## config.mk

```make
export PLATFORM = sky130hd
export DESIGN_NAME = gpio_bidir
export DESIGN_NICKNAME = d
export VERILOG_FILES = /design/src/rtl/gpio_pkg.sv /design/src/rtl/gpio_sync.sv /design/src/rtl/gpio_bidir.sv
export SDC_FILE = /design/constraint.sdc
export NUM_CORES = 1
export LEC_CHECK = 0
export ABC_AREA = 1
export BUFFER_PORTS_ARGS = -buffer_cell sky130_fd_sc_hd__buf_2
export CORE_MARGIN = 4
export CORE_UTILIZATION = 50
export DETAILED_ROUTE_END_ITERATION = 6
export GPL_TIMING_DRIVEN = 0
export PLACE_DENSITY = 0.78
export SLEW_MARGIN = 20
export SYNTH_ARGS = -nofsm -noshare
export SYNTH_HDL_FRONTEND = slang
export SYNTH_SLANG_ARGS = --single-unit
```

## constraint.sdc

```tcl
create_clock -name clk_i -period 1.8 [get_ports clk_i]
set_input_delay 0.36 -clock clk_i [delete_from_list [all_inputs] [get_ports clk_i]]
set_output_delay 0.36 -clock clk_i [all_outputs]
set_load 0.03 [all_outputs]
```

## src/rtl/gpio_pkg.sv

```systemverilog
// Purpose: shared register word indices and limits for the bidirectional GPIO block.
// Latency: n/a (constants only).
// Backpressure: n/a.
package gpio_pkg;

  // Register word indices on addr_i
  localparam logic [2:0] GPIO_OUT  = 3'd0;  // output latch, rw
  localparam logic [2:0] GPIO_DIR  = 3'd1;  // direction, 1=output, rw
  localparam logic [2:0] GPIO_IN   = 3'd2;  // synchronised pin state, ro
  localparam logic [2:0] GPIO_IE   = 3'd3;  // interrupt enable, rw
  localparam logic [2:0] GPIO_EDGE = 3'd4;  // edge select, 1=rising 0=falling, rw
  localparam logic [2:0] GPIO_IP   = 3'd5;  // interrupt pending, write-1-to-clear
  localparam logic [2:0] GPIO_SET  = 3'd6;  // OUT |= data, wo
  localparam logic [2:0] GPIO_CLR  = 3'd7;  // OUT &= ~data, wo

  localparam int GPIO_MAX_WIDTH = 32;

endpackage

```

## src/rtl/gpio_sync.sv

```systemverilog
// Purpose: multi-flop synchroniser for asynchronous pin inputs.
// Latency: SYNC_STAGES clk_i edges from pin to sync_o.
// Backpressure: none; samples every cycle.
//
// Ports:
//   clk_i   system clock
//   rst_i   synchronous active-high reset, clears every stage
//   async_i asynchronous inputs
//   sync_o  last synchroniser stage
module gpio_sync #(
  parameter int WIDTH       = 8,
  parameter int SYNC_STAGES = 2
) (
  input  logic             clk_i,
  input  logic             rst_i,
  input  logic [WIDTH-1:0] async_i,
  output logic [WIDTH-1:0] sync_o
);

  logic [WIDTH-1:0] stage_q [SYNC_STAGES];

  always_ff @(posedge clk_i) begin
    if (rst_i) begin
      for (int s = 0; s < SYNC_STAGES; s++) begin
        stage_q[s] <= '0;
      end
    end else begin
      stage_q[0] <= async_i;
      for (int s = 1; s < SYNC_STAGES; s++) begin
        stage_q[s] <= stage_q[s-1];
      end
    end
  end

  assign sync_o = stage_q[SYNC_STAGES-1];

endmodule

```

## src/rtl/gpio_bidir.sv

```systemverilog
// Purpose: bidirectional GPIO with output latch, direction, set/clear aliases and edge interrupts.
// Latency: register writes take effect at the write edge; pin input reaches IN after SYNC_STAGES edges.
// Backpressure: none; the bus completes every access in one cycle.
//
// Ports:
//   clk_i, rst_i           clock, synchronous active-high reset
//   sel_i, wen_i, addr_i   peripheral select, write enable, register word index
//   data_i / data_o        write data / combinational read data (0 when not reading)
//   gpio_i                 asynchronous pin inputs
//   gpio_o, gpio_oe_o      pin output values and output enables
//   irq_o                  level interrupt, |(IP & IE)
module gpio_bidir
  import gpio_pkg::*;
#(
  parameter int WIDTH       = 8,
  parameter int SYNC_STAGES = 2
) (
  input  logic             clk_i,
  input  logic             rst_i,
  input  logic             sel_i,
  input  logic             wen_i,
  input  logic [2:0]       addr_i,
  input  logic [31:0]      data_i,
  output logic [31:0]      data_o,
  input  logic [WIDTH-1:0] gpio_i,
  output logic [WIDTH-1:0] gpio_o,
  output logic [WIDTH-1:0] gpio_oe_o,
  output logic             irq_o
);

  logic [WIDTH-1:0] out_q;
  logic [WIDTH-1:0] dir_q;
  logic [WIDTH-1:0] ie_q;
  logic [WIDTH-1:0] edge_q;
  logic [WIDTH-1:0] ip_q;
  logic [WIDTH-1:0] prev_q;
  logic [WIDTH-1:0] sync;
  logic [WIDTH-1:0] evt;
  logic [WIDTH-1:0] w1c;
  logic [WIDTH-1:0] wdat;
  logic [WIDTH-1:0] rd_val;
  logic             wr_en;

  gpio_sync #(
    .WIDTH       (WIDTH),
    .SYNC_STAGES (SYNC_STAGES)
  ) u_sync (
    .clk_i   (clk_i),
    .rst_i   (rst_i),
    .async_i (gpio_i),
    .sync_o  (sync)
  );

  assign wr_en = sel_i & wen_i;
  assign wdat  = data_i[WIDTH-1:0];

  // Bus data above the pin count carries no meaning for this instance.
  if (WIDTH < 32) begin : g_unused_hi
    logic unused_data_hi;
    assign unused_data_hi = ^data_i[31:WIDTH];
  end

  // Per-bit edge of the selected polarity between previous and current synchronised value.
  assign evt = (edge_q & sync & ~prev_q) | (~edge_q & ~sync & prev_q);

  assign w1c = (wr_en && (addr_i == GPIO_IP)) ? wdat : '0;

  always_ff @(posedge clk_i) begin
    if (rst_i) begin
      out_q  <= '0;
      dir_q  <= '0;
      ie_q   <= '0;
      edge_q <= '0;
      ip_q   <= '0;
      prev_q <= '0;
    end else begin
      if (wr_en) begin
        case (addr_i)
          GPIO_OUT:  out_q  <= wdat;
          GPIO_DIR:  dir_q  <= wdat;
          GPIO_IE:   ie_q   <= wdat;
          GPIO_EDGE: edge_q <= wdat;
          GPIO_SET:  out_q  <= out_q | wdat;
          GPIO_CLR:  out_q  <= out_q & ~wdat;
          default:   ;  // IN is read-only; IP is handled by the pending update below
        endcase
      end
      prev_q <= sync;
      // A new event is ORed in after the clear, so a same-cycle event survives W1C.
      // Masked events are dropped here rather than latched.
      ip_q   <= (ip_q & ~w1c) | (evt & ie_q);
    end
  end

  always_comb begin
    rd_val = '0;
    case (addr_i)
      GPIO_OUT:  rd_val = out_q;
      GPIO_DIR:  rd_val = dir_q;
      GPIO_IN:   rd_val = sync;
      GPIO_IE:   rd_val = ie_q;
      GPIO_EDGE: rd_val = edge_q;
      GPIO_IP:   rd_val = ip_q;
      default:   rd_val = '0;  // SET/CLR are write-only aliases
    endcase
  end

  always_comb begin
    data_o = '0;
    if (sel_i && !wen_i) begin
      data_o[WIDTH-1:0] = rd_val;
    end
  end

  assign gpio_o    = out_q;
  assign gpio_oe_o = dir_q;
  // Clearing IE masks the line but leaves the pending bit for later inspection.
  assign irq_o     = |(ip_q & ie_q);

endmodule

```

==> impl_metrics.yaml <==
run_status:
  outcome: "finished clean"
timing:
  finClkSkew_ps: 4.30
  timing_hold_violations_final: 0
  slew_headroom: 0.578
  fmax_mhz: 563
  layout_min_cycle_time_ps: 1780
  finalSetupViolations: 0
  rsz0062_at_grt: "yes"
  period_share: 0.986
  hold_slack_ps: 213
  finalMaxSlewViolations: 0
  tightest_slew_ps: 634
setup_path:
  r2r_cells: 4
  crit_required_ps: 1440
  arrival_ps: 1420
  endpoint_kind: "primary output"
  worstPathMaxFanout: 5
  rrSetupSlack_ps: 800
  rr_endpoint: "ip_q[3]$_SDFF_PP0_"
  start_kind: "input pin"
  worstSetupPathType: "input pin to primary output"
  rr_startpoint: "u_sync.stage_q[0][11]$_SDFF_PP0_"
placed_design:
  portBuffers: 45
  place_congestion: 0.926
  dp_hpwl_um: 6460
synth:
  synth.lib_cells_used.distinct: 24
  synth_flop_cell: "dfxtp_1"
  synth-async-reset-ratio: 0
  synthCells: 451
  synth-edff-count: 0
  avgSynthCellArea_um2: 7.25
  synth_seq_cells: 64
  yosys_warnings: 0
  syn-cell-area_mm2: 0.00327
  seq_area_frac_synth: 0.392
flow_run:
  max_cap_violations: 0
drt:
  drc_errors: 0
  via_per_inst: 5.29
  wire_per_inst_um: 14.6
  wl_um: 9020
  dr.pass1.iters: 6
  vias: 3272
  antenna_left: 0
  first_iter_violations: 302
layout:
  syn_to_final_growth_pct: 27.5
  drive_gt1_frac: 0.284
  fin_util: 0.657
  num_antenna_cells: 0
  nets: 585
die:
  io_pins: 96
  initial_utilization: 0.515
  fp.dieH_um: 88.9
  rows: 29
  die_area_mm2: 0.00790
  core_mm2: 0.00635
  die_width_um: 88.9
power:
  p_int_w: 0.00253
  comb_power_share: 0.133
  pwr_density_cell_mw_per_mm2: 812
  p_sw_w: 0.000856
  clkPwrFrac: 0.431
  p_seq_frac: 0.436
  ir_drop_mv: 0.552
  switching_share: 0.253
  leakage_nw: 1.91
worst_hold_path:
  hp-start: "gpio_i[3]"
  holdPathEnd: "u_sync.stage_q[0][3]$_SDFF_PP0_"
  min_path_cells: 3
  hold_path_class: "input pin to register"
cts:
  clkTransAtPathRegs_ps: 60
  htreeDepth: 3
  cts_tree: "done"
  numCtsBuffers: 9
  clockBufferDepth: 2
  clk_latency_ps: 340
  cts_root_buf: "clkbuf_8"
  cts_sinks: 64
  postCtsHoldBufs: 0
grt:
  grt_pass1_vias: 2891
  antenna_found_initial: 0
  grt-ovfl-total: 0
  grt_pass1_wl_um: 14000
  groute.usage.overall: 0.236
  grt_max_degree: 11
[power groups by stage]
stage / Sequential, W / Clock [W] / Combinational (W)
6_report: 0.00148 / 0.00146 / 0.000451
5_1_grt: 0.00148 / 0.00154 / 0.000492
4_1_cts: 0.00148 / 0.00148 / 0.000413
3_5_place_dp: 0.00151 / 0 / 0.000399
3_3_place_gp: 0.00151 / 0 / 0.000394
2_1_floorplan: 0.00151 / 0 / 0.000290
[cell usage after synthesis, types with 3 or more instances]
cell / count / area (µm²)
a211oi_1: 6 / 45.0
a211oi_2: 10 / 125
a21oi_1: 34 / 170
buf_2: 4 / 20.0
buf_4: 29 / 218
buf_6: 5 / 56.3
clkbuf_1: 6 / 22.5
dfxtp_1: 64 / 1280
inv_1: 52 / 195
nand2_1: 107 / 402
nand3_1: 28 / 140
nand3_4: 3 / 52.6
nand4_1: 30 / 188
nor2_1: 50 / 188
o21ai_0: 8 / 40.0
[through the flow]
stage               setup TNS (ps)  instance area (µm²)  total power, W  setup WS [ps]  cells
global route                 -42.0                 4170         0.00351          -12.2    619
detailed placement            -798                 3710         0.00191           -119    596
finish                           0                 4170         0.00339           24.8    619
floorplan                        0                 3390         0.00180           82.6    474
CTS                              0                 4020         0.00337          0.839    613
global placement              -846                 3710         0.00190           -125    596
[cell usage in the layout (no fill, tap or decap)]
cell	instances
nor2_8	2
a211oi_1	6
nand3_4	3
nor2_2	9
buf_2	38
buf_8	2
buf_12	4
nand2_4	2
buf_4	35
clkbuf_1	6
nand2_2	2
inv_2	3
inv_4	2
nor2_4	1
a211oi_2	10
clkbuf_2	1
buf_6	10
inv_6	1
clkinvlp_4	2
a21oi_2	10
nand3_1	28
a221oi_1	2
nor2_1	42
dfxtp_1	64
o21ai_0	8
conb_1	24
clkbuf_8	13
nand2_1	106
inv_8	1
inv_1	48
clkbuf_4	1
bufinv_16	2
a21oi_1	24
nand4_1	30
[cell families (layout without fill, tap and decap cells)]
group           count (synthesis)  after routing  share of synthesized area
simple gates                  225            225                      0.321
buf+inv                       101            169                      0.164
flops                          64             64                      0.392
compound gates                 60             60                      0.122
other cells                     1             24                    0.00115
[state kept, by name, indices dropped and copies added (netlist names)]
| register | count |
|---|---|
| u_sync.stage_q | 16 |
| gpio_oe_o | 8 |
| edge_q | 8 |
| prev_q | 8 |
| gpio_o | 8 |
| ie_q | 8 |
| ip_q | 8 |
[per-layer routing]
metal / vias up / track usage / part of all wire
met1: 1504 / 0.310 / 0.41
met5: - / 0 / 0
met2: 160 / 0.368 / 0.47
li1: 1588 / - / -
met3: 20 / 0.0493 / 0.087
met4: 0 / 0.118 / 0.027
[critical path: stages]
cell and delay, ps:
clkbuf_4 160, clkinvlp_4 180, buf_12 170, nand4_1 60
nand2_1 60, nor2_2 160, a21oi_2 70, buf_4 180
[layout make-up]
type / count / area, µm²
timing repair buffer: 53 / 352
fill: 553 / 2180
inverter: 57 / 239
multi-input combinational: 309 / 1600
tap: 77 / 96.3
sequential: 64 / 1280
clock buffer: 13 / 179
clock inverter: 2 / 60.1
buffer: 44 / 359
[worst max-delay path by stage]
| stage | from | end | depth (start not counted) |
|---|---|---|---|
| CTS | addr_i[0] | data_o[5] | 8 |
| floorplan | addr_i[2] | data_o[1] | 9 |
| detailed placement | addr_i[0] | data_o[7] | 9 |
| finish | addr_i[1] | data_o[6] | 8 |
| global route | addr_i[1] | data_o[0] | 7 |
| global placement | addr_i[0] | data_o[4] | 9 |
[timing repair]
item / 4_1_cts / 5_1_grt
gates resized for setup: 15 / 32
endpoints found under the setup margin: 8 / 8
pin swaps: 0 / 7
setup buffers: 2 / 6
(Power assumes the default switching activity.)
